**config.mk**
```make
export PLATFORM = sky130hd
export DESIGN_NAME = voting_machine_multi
export DESIGN_NICKNAME = d
export VERILOG_FILES = /design/src/rtl/voting_machine_multi.sv
export SDC_FILE = /design/constraint.sdc
export NUM_CORES = 1
export LEC_CHECK = 0
export ABC_AREA = 1
export CAP_MARGIN = 10
export CORE_MARGIN = 3
export CORE_UTILIZATION = 25
export CTS_CLUSTER_DIAMETER = 150
export DETAILED_ROUTE_END_ITERATION = 10
export PLACE_DENSITY = 0.5
export SLEW_MARGIN = 40
export SYNTH_ARGS = -nofsm -noshare
export SYNTH_HDL_FRONTEND = slang
export SYNTH_SLANG_ARGS = --single-unit
```
**constraint.sdc**
```tcl
create_clock -name clock -period 2.4 [get_ports clock]
set_input_delay 0.48 -clock clock [delete_from_list [all_inputs] [get_ports clock]]
set_output_delay 0.48 -clock clock [all_outputs]
set_load 0.05 [all_outputs]
```
**src/rtl/voting_machine_multi.sv**
```systemverilog
// voting_machine_multi: multi-candidate push-button voting controller.
// A single held button casts one vote after HOLD_CYC stable cycles; multi-presses
// and votes for a saturated candidate are rejected with vote_err.
// Optional feature macro: VOTING_MACHINE_WINNER_EN (registered winner/tie outputs).
//
// state    | meaning
// ---------+-----------------------------------------------------------
// IDLE     | waiting for a single button press in voting mode
// HOLD     | press captured, counting stable hold cycles
// CAST     | hold complete, commit vote (or reject on saturation)
// WAIT_REL | waiting for all buttons released before re-arming
module voting_machine_multi #(
    parameter  int NUM_CAND = 4,
    parameter  int CNT_W    = 8,
    parameter  int HOLD_CYC = 10,
    localparam int IDX_W    = $clog2(NUM_CAND),
    localparam int TOT_W    = CNT_W + IDX_W
) (
    input  logic                clock,
    input  logic                reset,
    input  logic                mode,
    input  logic [NUM_CAND-1:0] button,
    input  logic [IDX_W-1:0]    sel,
    output logic [CNT_W-1:0]    led,
    output logic [TOT_W-1:0]    total,
    output logic                vote_ack,
    output logic                vote_err,
    output logic [IDX_W-1:0]    winner,
    output logic                tie
);

    localparam int TMR_W = (HOLD_CYC > 1) ? $clog2(HOLD_CYC) : 1;
    localparam logic [TMR_W-1:0] TMR_LAST = TMR_W'(HOLD_CYC - 1);
    localparam logic [CNT_W-1:0] CNT_MAX  = '1;

    typedef enum logic [1:0] {
        IDLE     = 2'd0,
        HOLD     = 2'd1,
        CAST     = 2'd2,
        WAIT_REL = 2'd3
    } state_t;

    state_t                state, state_next;
    logic [TMR_W-1:0]      timer;
    logic [IDX_W-1:0]      idx;
    logic [IDX_W-1:0]      idx_enc;
    logic [NUM_CAND-1:0]   held;
    logic [CNT_W-1:0]      count [NUM_CAND];
    logic                  capture;
    logic                  timer_inc;
    logic                  cast_ok;
    logic                  err_now;

    // One-hot to index encoder for the captured press.
    always_comb begin
        idx_enc = '0;
        for (int i = 0; i < NUM_CAND; i++) begin
            if (button[i]) idx_enc = IDX_W'(i);
        end
    end

    // State register.
    always_ff @(posedge clock) begin
        if (!reset) state <= IDLE;
        else        state <= state_next;
    end

    // Next-state and datapath control decode.
    always_comb begin
        state_next = state;
        capture    = 1'b0;
        timer_inc  = 1'b0;
        cast_ok    = 1'b0;
        err_now    = 1'b0;
        case (state)
            IDLE: begin
                if (!mode) begin
                    if ($onehot(button)) begin
                        capture    = 1'b1;
                        state_next = HOLD;
                    end else if (button != '0) begin
                        err_now    = 1'b1;
                        state_next = WAIT_REL;
                    end
                end
            end
            HOLD: begin
                if (mode || (button != held)) state_next = IDLE;
                else if (timer == TMR_LAST)   state_next = CAST;
                else                          timer_inc  = 1'b1;
            end
            CAST: begin
                // The vote is already committed here, so mode only affects where we go next.
                if (count[idx] != CNT_MAX) cast_ok = 1'b1;
                else                       err_now = 1'b1;
                state_next = mode ? IDLE : WAIT_REL;
            end
            WAIT_REL: begin
                if (mode || (button == '0)) state_next = IDLE;
            end
            default: state_next = IDLE;
        endcase
    end

    // Capture, hold timer, vote counters, total and pulse outputs.
    always_ff @(posedge clock) begin
        if (!reset) begin
            timer    <= '0;
            idx      <= '0;
            held     <= '0;
            total    <= '0;
            vote_ack <= 1'b0;
            vote_err <= 1'b0;
            for (int i = 0; i < NUM_CAND; i++) count[i] <= '0;
        end else begin
            vote_ack <= cast_ok;
            vote_err <= err_now;
            if (capture) begin
                idx   <= idx_enc;
                held  <= button;
                timer <= '0;
            end else if (timer_inc) begin
                timer <= timer + TMR_W'(1);
            end
            if (cast_ok) begin
                count[idx] <= count[idx] + CNT_W'(1);
                total      <= total + TOT_W'(1);
            end
        end
    end

    // Result display register.
    always_ff @(posedge clock) begin
        if (!reset)                            led <= '0;
        else if (mode && (int'(sel) < NUM_CAND)) led <= count[sel];
        else                                   led <= '0;
    end

`ifdef VOTING_MACHINE_WINNER_EN
    logic [CNT_W-1:0] best;
    logic [IDX_W-1:0] best_idx;
    logic [4:0]       n_at_max;

    // Find the lowest index holding the maximum and how many share it.
    always_comb begin
        best     = '0;
        best_idx = '0;
        n_at_max = '0;
        for (int i = 0; i < NUM_CAND; i++) begin
            if (count[i] > best) begin
                best     = count[i];
                best_idx = IDX_W'(i);
            end
        end
        for (int i = 0; i < NUM_CAND; i++) begin
            if (count[i] == best) n_at_max = n_at_max + 5'd1;
        end
    end

    // Register winner/tie so they follow counter changes by one cycle.
    always_ff @(posedge clock) begin
        if (!reset) begin
            winner <= '0;
            tie    <= 1'b0;
        end else begin
            winner <= best_idx;
            tie    <= (best != '0) && (n_at_max >= 5'd2);
        end
    end
`else
    assign winner = '0;
    assign tie    = 1'b0;
`endif

endmodule
```
==> summary.txt <==
Outcome
  • Status: complete, no violations

Clock network
  • Clk buf depth: 2
  • CTS tree: built
  • Reg clk slew, reported paths: 0.05 ns
  • Root Driver: clkbuf_16
  • TritonCTS Buffers: 9
  • H-tree Lvls: 3
  • CTS Sinks: 66
  • Worst-Skew Late Latency: 0.33 ns

Global route
  • Gr usage total: 12.7%
  • Via count of the first global-routing pass: 3270
  • Pin count of the biggest net entering global routing: 20
  • Initial antenna violation count: 0
  • First-pass GRT wire length: 16300 um
  • GRT Residual Overflow: 0

Power and ir drop
  • NetSw: 1.39 mW
  • Switching part of the total: 35.1%
  • Max rail drop VDD: 0.000365 V
  • Flop pwr share: 36.3%
  • Pwr/cell area: 829 nW/um2
  • Comb pwr share: 31.0%
  • Clock network fraction of design power: 32.7%
  • Leakage: 1.89 nW
  • Int Pwr: 2.58 mW

Yosys
  • Yosys warns: 0
  • Area leader, netlist: edfxtp_1
  • Post-Syn Instances: 456
  • Flops & latches, synth: 66
  • Top post-synthesis cells by area: edfxtp_1 26%, dfxtp_1 18%, nand2_1 11%
  • Most used DFF post-synth: dfxtp_1
  • Top-area cell type share of the netlist area: 25.7%
  • Count leader, synth: nand2_1
  • Async set-reset flop share out of synthesis: 0%
  • Synth Area per Inst: 8.20 um2
  • Distinct cells, synth: 37
  • Most instantiated cells after synthesis: 105 x nand2_1, 53 x nor2_1, 34 x dfxtp_1, 34 x nand3_1, 32 x edfxtp_1
  • Register area share after synthesis: 43.9%
  • Post-Synthesis Cell Area: 3740 um2
  • EDFF count, synth: 32

Flow run
  • Max Cap Viol: 0

Finish
  • Layout cells sized above 1: 23.1%
  • Syn-to-layout area delta: 28.0%
  • Post-route cell area: 4790 um2
  • Ant. Diodes: 0
  • Final #Nets: 536

Floorplan
  • Row count: 44
  • Die X: 128 um
  • Core area: 14600 um2
  • Initial Util: 25.6%
  • Die area: 16500 um2
  • Io pins: 32
  • Die height: 128 um

STA
  • Min cycle time layout: 2.25 ns
  • Period Utilization, post-route: 93.9%
  • Hold Vio Cnt, Final: 0
  • Skew final: 0.00611 ns
  • RSZ-0062 raised after global routing: false
  • Tightest Pin Transition: 0.501 ns
  • Pins over their slew limit: 0
  • Slew HR: 66.5%
  • Final worst-path setup slack: 0.145 ns
  • Endpoints failing setup: 0
  • Top achievable clock speed: 444 MHz

Place
  • GPL Wtd Cong: 0.842
  • Pre-CTS setup slack: -0.652 ns
  • Post-DP HPWL: 7050 um
  • DP Area: 4450 um2
  • Buffers added on ports: 28

Routing
  • Starting DRT DRC Count: 262
  • DR WL/cell: 13.9 um
  • Routed vias/inst: 4.60
  • Vias after detailed routing: 3255
  • DR pass1 iterations: 6
  • Drc violations: 0
  • Post-route ant nets: 0
  • WL final: 9830 um

Worst hold path
  • Worst hold path type: register to register

Critical path
  • CP max FO: 16
  • Crit path to: count[2][1]
  • R2R depth: 13
  • Worst path required time: 2.48 ns
  • RR Endpoint: count[2][1]
  • Type of the worst setup path: register to register
  • R2R Setup Slk: 0.15 ns
  • Crit path DAT: 2.33 ns
  • CP endpoint kind: register
  • Startpoint type of the worst setup path: register
flip-flops by register name, summed over array words and instances (netlist names), named ones only:
signal and flops:
count 32, total 10, led 8, held 4, timer 4, idx 2, state 2, vote_ack 1
vote_err 1
layout make-up:
cell class / count / area [um2]
Inverter: 35 / 131
Clock buffer: 10 / 239
Clock inverter: 6 / 56.3
Sequential cell: 66 / 1640
Tap cell: 184 / 230
Timing Repair Buffer: 69 / 589
Multi-Input combinational cell: 338 / 1900
Fill cell: 1503 / 9800
critical path, cell delays in order, from the launching register on:
cell and delay [ns]:
dfxtp_1 0.35, buf_12 0.16, nand2_1 0.09, o21ai_0 0.09, nand2_1 0.08, nand2_2 0.08, ha_1 0.17, nand3_2 0.11
nor2_4 0.14, nand3_4 0.12, nand4_4 0.09, buf_4 0.21, buf_4 0.24, nor3_1 0.07
worst min-delay path by stage:
stage	endpoint	depth (start not counted)	slack, ns	startpoint
6_report	held[1]	2	0.48	held[1]
3_3_place_gp	total[1]	2	0.47	total[1]
3_5_place_dp	held[1]	2	0.47	held[1]
4_1_cts	held[1]	2	0.48	held[1]
2_1_floorplan	held[1]	2	0.46	held[1]
5_1_grt	held[1]	2	0.51	held[1]
cell usage in the layout, fill, tap and decap left out, drive strengths merged, types with 11 or more instances in the layout:
| cell | instances |
|---|---|
| a21oi | 30 |
| dfxtp | 34 |
| buf | 41 |
| nand3 | 40 |
| edfxtp | 32 |
| nor2 | 58 |
| nor3 | 28 |
| o21ai | 28 |
| inv | 33 |
| clkdlybuf4s50 | 25 |
| nand2 | 117 |
| xor2 | 11 |
| clkbuf | 13 |
stage by stage:
stage,hold WS (ns),TNS (ns),util [%],power [mW],cells
2_1_floorplan,0.456,-1.09,-,2.26,458
3_3_place_gp,0.474,-7.60,30.5,2.65,692
3_5_place_dp,0.474,-7.83,30.5,2.66,692
4_1_cts,0.482,0,32.6,4.00,708
5_1_grt,0.511,0,32.8,4.20,708
6_report,0.483,0,32.8,3.97,708
per-layer routing:
metal	share of wire, %	global-route usage, %	vias to the layer above
li1	-	-	1640
met1	43	15.9	1507
met2	49	20.8	92
met3	6.4	4.00	16
met4	1.3	3.81	0
met5	0	0	-
cells by family after synthesis:
kind of cell	synth area share, %
other cells	0.100
flops	43.9
xor+xnor	3.05
fa+ha+maj	2.88
compound gates	8.80
buf+inv	6.96
simple gates	34.3
power groups by stage:
stage | clock network [mW] | logic [mW] | registers, mW
global placement | 0 | 1.18 | 1.46
floorplan | 0 | 0.735 | 1.52
finish | 1.30 | 1.23 | 1.44
CTS | 1.34 | 1.21 | 1.44
detailed placement | 0 | 1.20 | 1.46
global route | 1.39 | 1.36 | 1.46
repair_timing:
item | CTS | global route
resized for setup | 9 | 18
gates cloned | 0 | 0
buffers inserted | 0 | 0
hold buffers | 0 | 0
endpoints found under the setup margin | 14 | 36
pin swaps | 5 | 3
No activity file was read; power rests on OpenSTA's default activity.
